`src/rtl/mem_access_stage.sv`:
```
// mem_access_stage
// ----------------
// MEM stage of the 5-stage MIPS pipeline, between the EX/MEM register and
// writeback. It drives a ready-handshake data-memory bus for word and byte
// loads and stores. Byte loads are sign-extended. The stage stalls the
// pipeline while the bus inserts wait states, and it aborts an access that
// stays unanswered for MAX_WAIT cycles. It traps misaligned word accesses,
// resolves branch/jump redirect, and holds the registered MEM/WB boundary.
//
// Ports
//   clk, rst                 clock, synchronous active-high reset
//   alu_result_in            effective address / ALU result
//   reg_file_out_2_in        store data
//   register_destination_in  writeback register
//   zero_flag_in, jump_in, branch_in, branch_target_in   redirect inputs
//   memory_read_in, memory_write_in                       load/store request
//   memory_read_source_in    0 = word load, 1 = byte load
//   memory_write_source_in   0 = word store, 1 = byte store
//   memory_to_register_in, reg_write_in                   writeback control
//   dmem_req/we/addr/wdata/be (out), dmem_rdata/ready (in) data bus
//   stall_out                freeze PC, IF/ID, ID/EX, EX/MEM
//   pc_src_out, branch_target_out   redirect
//   read_data_out, alu_result_out, register_destination_out,
//   memory_to_register_out, reg_write_out                 MEM/WB register
//   misaligned_out, bus_error_out   one-cycle trap pulses
module mem_access_stage #(
    parameter int MAX_WAIT = 16
) (
    input  logic        clk,
    input  logic        rst,
    input  logic [31:0] alu_result_in,
    input  logic [31:0] reg_file_out_2_in,
    input  logic [4:0]  register_destination_in,
    input  logic        zero_flag_in,
    input  logic [31:0] branch_target_in,
    input  logic        jump_in,
    input  logic        branch_in,
    input  logic        memory_read_in,
    input  logic        memory_write_in,
    input  logic        memory_read_source_in,
    input  logic        memory_write_source_in,
    input  logic        memory_to_register_in,
    input  logic        reg_write_in,
    output logic        dmem_req,
    output logic        dmem_we,
    output logic [31:0] dmem_addr,
    output logic [31:0] dmem_wdata,
    output logic [3:0]  dmem_be,
    input  logic [31:0] dmem_rdata,
    input  logic        dmem_ready,
    output logic        stall_out,
    output logic        pc_src_out,
    output logic [31:0] branch_target_out,
    output logic [31:0] read_data_out,
    output logic [31:0] alu_result_out,
    output logic [4:0]  register_destination_out,
    output logic        memory_to_register_out,
    output logic        reg_write_out,
    output logic        misaligned_out,
    output logic        bus_error_out
);

    localparam logic [7:0] MAX_WAIT_CNT = 8'(MAX_WAIT);

    typedef enum logic {S_IDLE, S_WAIT} state_t;

    state_t      state, state_next;
    logic [7:0]  wcnt, wcnt_next;
    logic        access;
    logic        is_load;
    logic        word_access;
    logic        misaligned;
    logic        timeout;
    logic        retire_ok;
    logic [7:0]  load_byte;
    logic [31:0] load_data;

    // When both read and write are requested, only the write happens. The
    // write source therefore decides the access width in that case.
    assign access      = memory_read_in | memory_write_in;
    assign is_load     = memory_read_in & ~memory_write_in;
    assign word_access = memory_write_in ? ~memory_write_source_in : ~memory_read_source_in;
    assign misaligned  = (state == S_IDLE) & access & word_access &
                         (alu_result_in[1:0] != 2'b00);
    assign retire_ok   = ~misaligned & ~timeout;

    assign dmem_we           = memory_write_in;
    assign dmem_addr         = {alu_result_in[31:2], 2'b00};
    assign pc_src_out        = jump_in | (branch_in & zero_flag_in);
    assign branch_target_out = branch_target_in;

    // Store lane steering. A byte store replicates its byte on all lanes and
    // enables only the addressed lane (little-endian). Everything else uses
    // all four lanes.
    always_comb begin
        dmem_wdata = reg_file_out_2_in;
        dmem_be    = 4'b1111;
        if (memory_write_in & memory_write_source_in) begin
            dmem_wdata = {4{reg_file_out_2_in[7:0]}};
            dmem_be    = 4'b0001 << alu_result_in[1:0];
        end
    end

    // Load lane selection. The byte is picked by the low address bits and is
    // sign-extended.
    always_comb begin
        case (alu_result_in[1:0])
            2'd0:    load_byte = dmem_rdata[7:0];
            2'd1:    load_byte = dmem_rdata[15:8];
            2'd2:    load_byte = dmem_rdata[23:16];
            default: load_byte = dmem_rdata[31:24];
        endcase
        load_data = memory_read_source_in ? {{24{load_byte[7]}}, load_byte} : dmem_rdata;
    end

    // State register and wait counter.
    always_ff @(posedge clk) begin
        if (rst) begin
            state <= S_IDLE;
            wcnt  <= 8'd0;
        end else begin
            state <= state_next;
            wcnt  <= wcnt_next;
        end
    end

    // Next-state logic. A request that is not answered in its first cycle
    // enters WAIT with the counter at 1. The state then leaves WAIT when the
    // bus answers or when the timeout fires.
    always_comb begin
        state_next = state;
        wcnt_next  = wcnt;
        case (state)
            S_IDLE: begin
                if (dmem_req & ~dmem_ready) begin
                    state_next = S_WAIT;
                    wcnt_next  = 8'd1;
                end
            end
            default: begin
                if (dmem_ready | timeout) begin
                    state_next = S_IDLE;
                    wcnt_next  = 8'd0;
                end else begin
                    wcnt_next = wcnt + 8'd1;
                end
            end
        endcase
    end

    // Bus request and stall. Reset wins combinationally, so an access that is
    // interrupted by reset releases the bus and the pipeline in that same
    // cycle. In the timeout cycle the request is still up, but the pipeline
    // is released so that the instruction retires without effect.
    always_comb begin
        dmem_req  = 1'b0;
        stall_out = 1'b0;
        timeout   = 1'b0;
        if (!rst) begin
            case (state)
                S_IDLE: begin
                    dmem_req  = access & ~misaligned;
                    stall_out = access & ~misaligned & ~dmem_ready;
                end
                default: begin
                    dmem_req  = 1'b1;
                    timeout   = ~dmem_ready & (wcnt == MAX_WAIT_CNT);
                    stall_out = ~dmem_ready & ~(wcnt == MAX_WAIT_CNT);
                end
            endcase
        end
    end

    // MEM/WB boundary. A stalled cycle inserts a bubble: the write-enables
    // drop and the data fields hold. A trapped or timed-out instruction
    // passes through with its write-enables and load data cleared.
    always_ff @(posedge clk) begin
        if (rst) begin
            read_data_out            <= 32'd0;
            alu_result_out           <= 32'd0;
            register_destination_out <= 5'd0;
            memory_to_register_out   <= 1'b0;
            reg_write_out            <= 1'b0;
            misaligned_out           <= 1'b0;
            bus_error_out            <= 1'b0;
        end else if (stall_out) begin
            memory_to_register_out   <= 1'b0;
            reg_write_out            <= 1'b0;
            misaligned_out           <= 1'b0;
            bus_error_out            <= 1'b0;
        end else begin
            read_data_out            <= (is_load & retire_ok) ? load_data : 32'd0;
            alu_result_out           <= alu_result_in;
            register_destination_out <= register_destination_in;
            memory_to_register_out   <= memory_to_register_in & retire_ok;
            reg_write_out            <= reg_write_in & retire_ok;
            misaligned_out           <= misaligned;
            bus_error_out            <= timeout;
        end
    end

endmodule

```
`config.mk`:
```
export PLATFORM = sky130hd
export DESIGN_NAME = mem_access_stage
export DESIGN_NICKNAME = d
export VERILOG_FILES = /design/src/rtl/mem_access_stage.sv
export SDC_FILE = /design/constraint.sdc
export NUM_CORES = 1
export LEC_CHECK = 0
export ABC_AREA = 1
export CELL_PAD_IN_SITES_DETAIL_PLACEMENT = 0
export CELL_PAD_IN_SITES_GLOBAL_PLACEMENT = 1
export CORE_MARGIN = 3
export CORE_UTILIZATION = 22
export CTS_CLUSTER_SIZE = 14
export DETAILED_ROUTE_END_ITERATION = 6
export PLACE_DENSITY = 0.83
export SLEW_MARGIN = 30
export SYNTH_ARGS = -nofsm -noshare
export SYNTH_HDL_FRONTEND = slang
export SYNTH_SLANG_ARGS = --single-unit
```
`constraint.sdc`:
```
create_clock -name clk -period 2.1 [get_ports clk]
set_input_delay 0.63 -clock clk [delete_from_list [all_inputs] [get_ports clk]]
set_output_delay 0.63 -clock clk [all_outputs]
set_load 0.1 [all_outputs]
```
# Word-level counts from Yosys, hierarchy flattened
# Cells that the tools add are included.
# word_totals
in_bits,145
out_inout_bits,177
register_bits,82
memories,0
romBits,0
latchBits,0
mem_bits_rw,0
# classes
mul,0
muxes,18
n_shift,1
n_reduce_logical,4
n_eq_ne,3
order_cmp,0
bitwise,26
addsub,1
div_mod_pow,0
# op_table
cell,n
32-bit two-way mux,3
8-bit two-way mux,3
8-bit case mux with 3 select lines,1
1-bit bitwise AND,15
1-bit two-way mux,10
"8-bit by 1-bit adder with 8-bit output, second input constant",1
"8-bit by 5-bit == test with 1-bit output, second input constant",1
1-bit inverter,8
4-bit two-way mux,1
2-bit nonzero test,2
"1-bit by 2-bit left shift with 4-bit output, first input constant",1
1-bit OR,3
"2-bit by 1-bit == test with 1-bit output, second input constant",1
"2-bit == test, second input constant",1
2-bit logical NOT,1
2-bit OR reduction,1

# Logic depth before layout (Yosys ltp)
# depth
ltp_word,11
depth_mapped,10
ltp_nobuf,9

# Worst setup path before layout
# No wires, ideal clock.
# synth_path
path_kind,in2out
start,input alu_result_in[0]
end,output dmem_req
path_stages,5
required_ps,1470
path_slack_ps,-1522
t_arrival_ps,2992
path_cell_list,nor2_2 inv_1 nand2_1 nor2_1 nor3_1
# synth_via
elab_chain_cells,6
# synth_lines
element,line,text
start: declaration,31,"input logic [31:0] alu_result_in,"
2-bit nonzero test,84,(alu_result_in[1:0] != 2'b00);
1-bit bitwise AND,83,assign misaligned = (state == S_IDLE) & access & word_access &
1-bit inverter,162,dmem_req = access & ~misaligned;
1-bit bitwise AND,162,
1-bit two-way mux,160,case (state)
1-bit two-way mux,159,if (!rst) begin
end: declaration,44,"output logic dmem_req,"
# Every way passes these cells.

# Final worst setup path
# layout_path
start,input memory_write_in
end,output dmem_req
# layout_via
elab_chain_cells,8
# layout_lines
element,line,text
start: declaration,39,"input logic memory_write_in,"
1-bit OR,80,assign access = memory_read_in | memory_write_in;
1-bit bitwise AND (3 in series),83,
1-bit inverter,162,
1-bit bitwise AND *,162,
1-bit two-way mux *,160,
1-bit two-way mux *,159,
# Mark *: on every way between the ends. The rest lies on a longest branch, timed or not.

==> flow_metrics.tcl <==
set metrics [dict create \
    setup_violations 2 \
    routed_wl_um 17500 \
    syn_to_final_growth_pct 107 \
    post_synth_inst_count 673 \
    postPlaceCellArea_um2 8690 \
    power.share.sequential 0.287 \
    hp-class "register to register" \
    ys_seq_area_frac 0.369 \
    path_clk_slew_ps 70 \
    grt_first_pass_wirelength_um 26400 \
    drc_errors 0 \
    yosysTopAreaCell "dfxtp_1" \
    n_fill_cell 1906 \
    fin_nets 1026 \
    grt_pass1_vias 4681 \
    syn-cell-area_um2 4450 \
    grt_max_degree 42 \
    synth_area_leaders "dfxtp_1, nand2_1, buf_4, nand3_1, nor2_1" \
    fin_skew_ps 5.69 \
    dr_wl_met2_um 8630 \
    synth_edf_count 0 \
    clock_latency_ps 340 \
    critPathKind "primary input to output pin" \
    cp_slowest_stage_delay_ps 200 \
    fp.dieArea_um2 21900 \
    cp.required_ps 1470 \
    routed-wl-met3_um 1650 \
    cts_tree "yes" \
    r2r-start "wcnt[0]$_SDFFE_PP0P_" \
    finalInstanceArea_um2 9200 \
    rsz0062_at_grt "true" \
    die_w_um 148 \
    power_leakage_uw 0.00400 \
    overflow 0 \
    p_comb_frac 0.461 \
    yosysWarnings 0 \
    synthTopCellsByCount "nand2_1, nand3_1, dfxtp_1" \
    synthFlopType "dfxtp_1" \
    min_delay_worst_endpoint "register_destination_out[0]$_SDFFE_PP0N_" \
    syn_avg_cell_area_um2 6.61 \
    port_buffers 255 \
    cp_slowest_cell "buf_12" \
    pwr-share-clk 0.252 \
    coreArea_um2 19700 \
    path_cells "buf_8 -> buf_6 -> nor2_4 -> nor2_4 -> nand2_2 -> nor2_4 -> nor3_4 -> buf_12" \
    drtIter0Drc 203 \
    detail_route.first_pass.iterations 4 \
    start_util 0.226 \
    core.rowCount 51 \
    violations "negative setup slack" \
    hold_depth 2 \
    clockBufferDepth 2 \
    worstSetupEndpointType "output pin" \
    via_per_inst 4.28 \
    highest_layer "met5" \
    power.density_nw_per_um2 653 \
    ant_nets 0 \
    num_vias 4922 \
    dpl.hpwl_um 13400 \
    wl_per_cell_um 15.2 \
    die_y_um 148 \
    wl_met1_um 7000 \
    synth.most_common_cell "nand2_1" \
    arrival_ps 1550 \
    worst-path-max-fanout 3 \
    cts_buffers 9 \
    maxSlewViolCount 0 \
    r2r_slack_ps 220 \
    crit_top_cell "nor2_4" \
    power.total_uw 6010 \
    min_period_over_period 1.04 \
    n_antenna_cell 0 \
    drive_gt1_frac 0.328 \
    peakVddDrop_uv 404 \
    antenna_found_initial 1 \
    finalWorstPathRequiredPeriod_ps 2180 \
    gp_congestion 0.821 \
    p_switching_uw 2550 \
    cts.htree.levels 3 \
    worstHoldStart "register_destination_out[0]$_SDFFE_PP0N_" \
    internal_power_uw 3460 \
    ys_ff_latch 82 \
    worstSetupStartpointType "primary input" \
    yosysUniqueCellTypes 25 \
    grt_usage 0.150 \
    ios 322 \
    async_flop_share 0 \
    fin_ws_ps -79.7 \
    cts_num_sinks 82 \
    swShare 0.425 \
    ff2ff_path_depth 10 \
    yosysTopAreaCellShare 0.369 \
    status "complete, but fails checks" \
    hold_viol 0 \
    maxCapViolCount 0 \
    max_clock_freq_mhz 459 \
    r2r-end "read_data_out[28]$_SDFFE_PP0N_" \
    clockRootBuffer "clkbuf_16" \
]
metal layers:
layer	up-vias	GRT usage
li1	2479	-
met1	2222	0.181
met2	199	0.255
met3	20	0.0594
met4	2	0.0296
met5	-	0
power groups by stage:
| stage | Sequential [uW] | Clock [uW] | Combinational (uW) |
|---|---|---|---|
| 2_1_floorplan | 2270 | 0 | 1410 |
| 3_5_place_dp | 1760 | 0 | 2740 |
| 3_3_place_gp | 1750 | 0 | 2730 |
| 5_1_grt | 1730 | 1620 | 2870 |
| 6_report | 1720 | 1520 | 2770 |
| 4_1_cts | 1720 | 1580 | 2780 |
placed cells by master (no fill, tap or decap), types with 12 or more instances in the layout:
master	instances
buf_12	148
inv_1	16
a21oi_1	41
nand2_8	12
buf_4	37
clkdlybuf4s50_1	91
nor2_1	62
nand3_1	94
nand2_4	19
nand2_1	180
dfxtp_1	80
nand2_2	22
worst max-delay path by stage:
| stage | start | cells after the start | endpoint | slack [ps] |
|---|---|---|---|---|
| global route | memory_write_in | 8 | dmem_req | -120 |
| detailed placement | memory_write_in | 9 | read_data_out[9]$_SDFFE_PP0N_ | -600 |
| floorplan | alu_result_in[1] | 5 | dmem_req | -240 |
| global placement | memory_write_in | 9 | read_data_out[18]$_SDFFE_PP0N_ | -550 |
| finish | memory_write_in | 8 | dmem_req | -80 |
| CTS | memory_write_in | 8 | dmem_req | -100 |
metrics by stage:
| stage | setup TNS, ps | std cells | utilization | setup WS [ps] | hold slack [ps] |
|---|---|---|---|---|---|
| 2_1_floorplan | -291 | 674 | - | -237 | 473 |
| 3_3_place_gp | -43660 | 1125 | 0.442 | -549 | 477 |
| 3_5_place_dp | -46680 | 1125 | 0.442 | -601 | 481 |
| 4_1_cts | -122 | 1147 | 0.466 | -95.1 | 493 |
| 5_1_grt | -229 | 1149 | 0.468 | -125 | 499 |
| 6_report | -133 | 1149 | 0.468 | -79.7 | 490 |
worst max-delay path, delay by kind of cell:
| kind | cells | cell delay [ps] |
|---|---|---|
| AND/OR/NAND/NOR | 5 | 490 |
| buffers and inverters | 3 | 420 |
logic make-up (layout without fill, tap and decap cells):
family / Yosys count / count (layout) / synth area share
other: 1 / 2 / 0.000844
DFF: 82 / 82 / 0.369
AOI/OAI and AO/OA: 51 / 51 / 0.0580
adders and majority gates: 2 / 2 / 0.00563
buffers and inverters: 130 / 339 / 0.183
and+or+nand+nor: 407 / 408 / 0.384
area by class of cell:
class | instances | area (um^2) | share of cell area
Clock inverter | 7 | 53.8 | 0.00585
Multi-Input combinational cell | 463 | 2470 | 0.269
Timing Repair Buffer | 300 | 4380 | 0.476
Tap cell | 265 | 332 | 0.0360
Inverter | 23 | 93.8 | 0.0102
Sequential cell | 82 | 1640 | 0.179
Clock buffer | 9 | 225 | 0.0245
timing repair:
action,CTS,global route
gates cloned,0,1
gates resized for setup,83,9
endpoints found under the setup margin,70,33
hold endpoints to repair,0,0
setup buffers,7,1
pin swaps,13,10
hold buffers,0,0
flip-flops by register name, summed over array words and instances, names as in the netlist:
register                  count
alu_result_out               32
memory_to_register_out        1
reg_write_out                 1
state                         1
wcnt                          8
bus_error_out                 1
register_destination_out      5
read_data_out                32
misaligned_out                1
(Power assumes the default switching activity.)
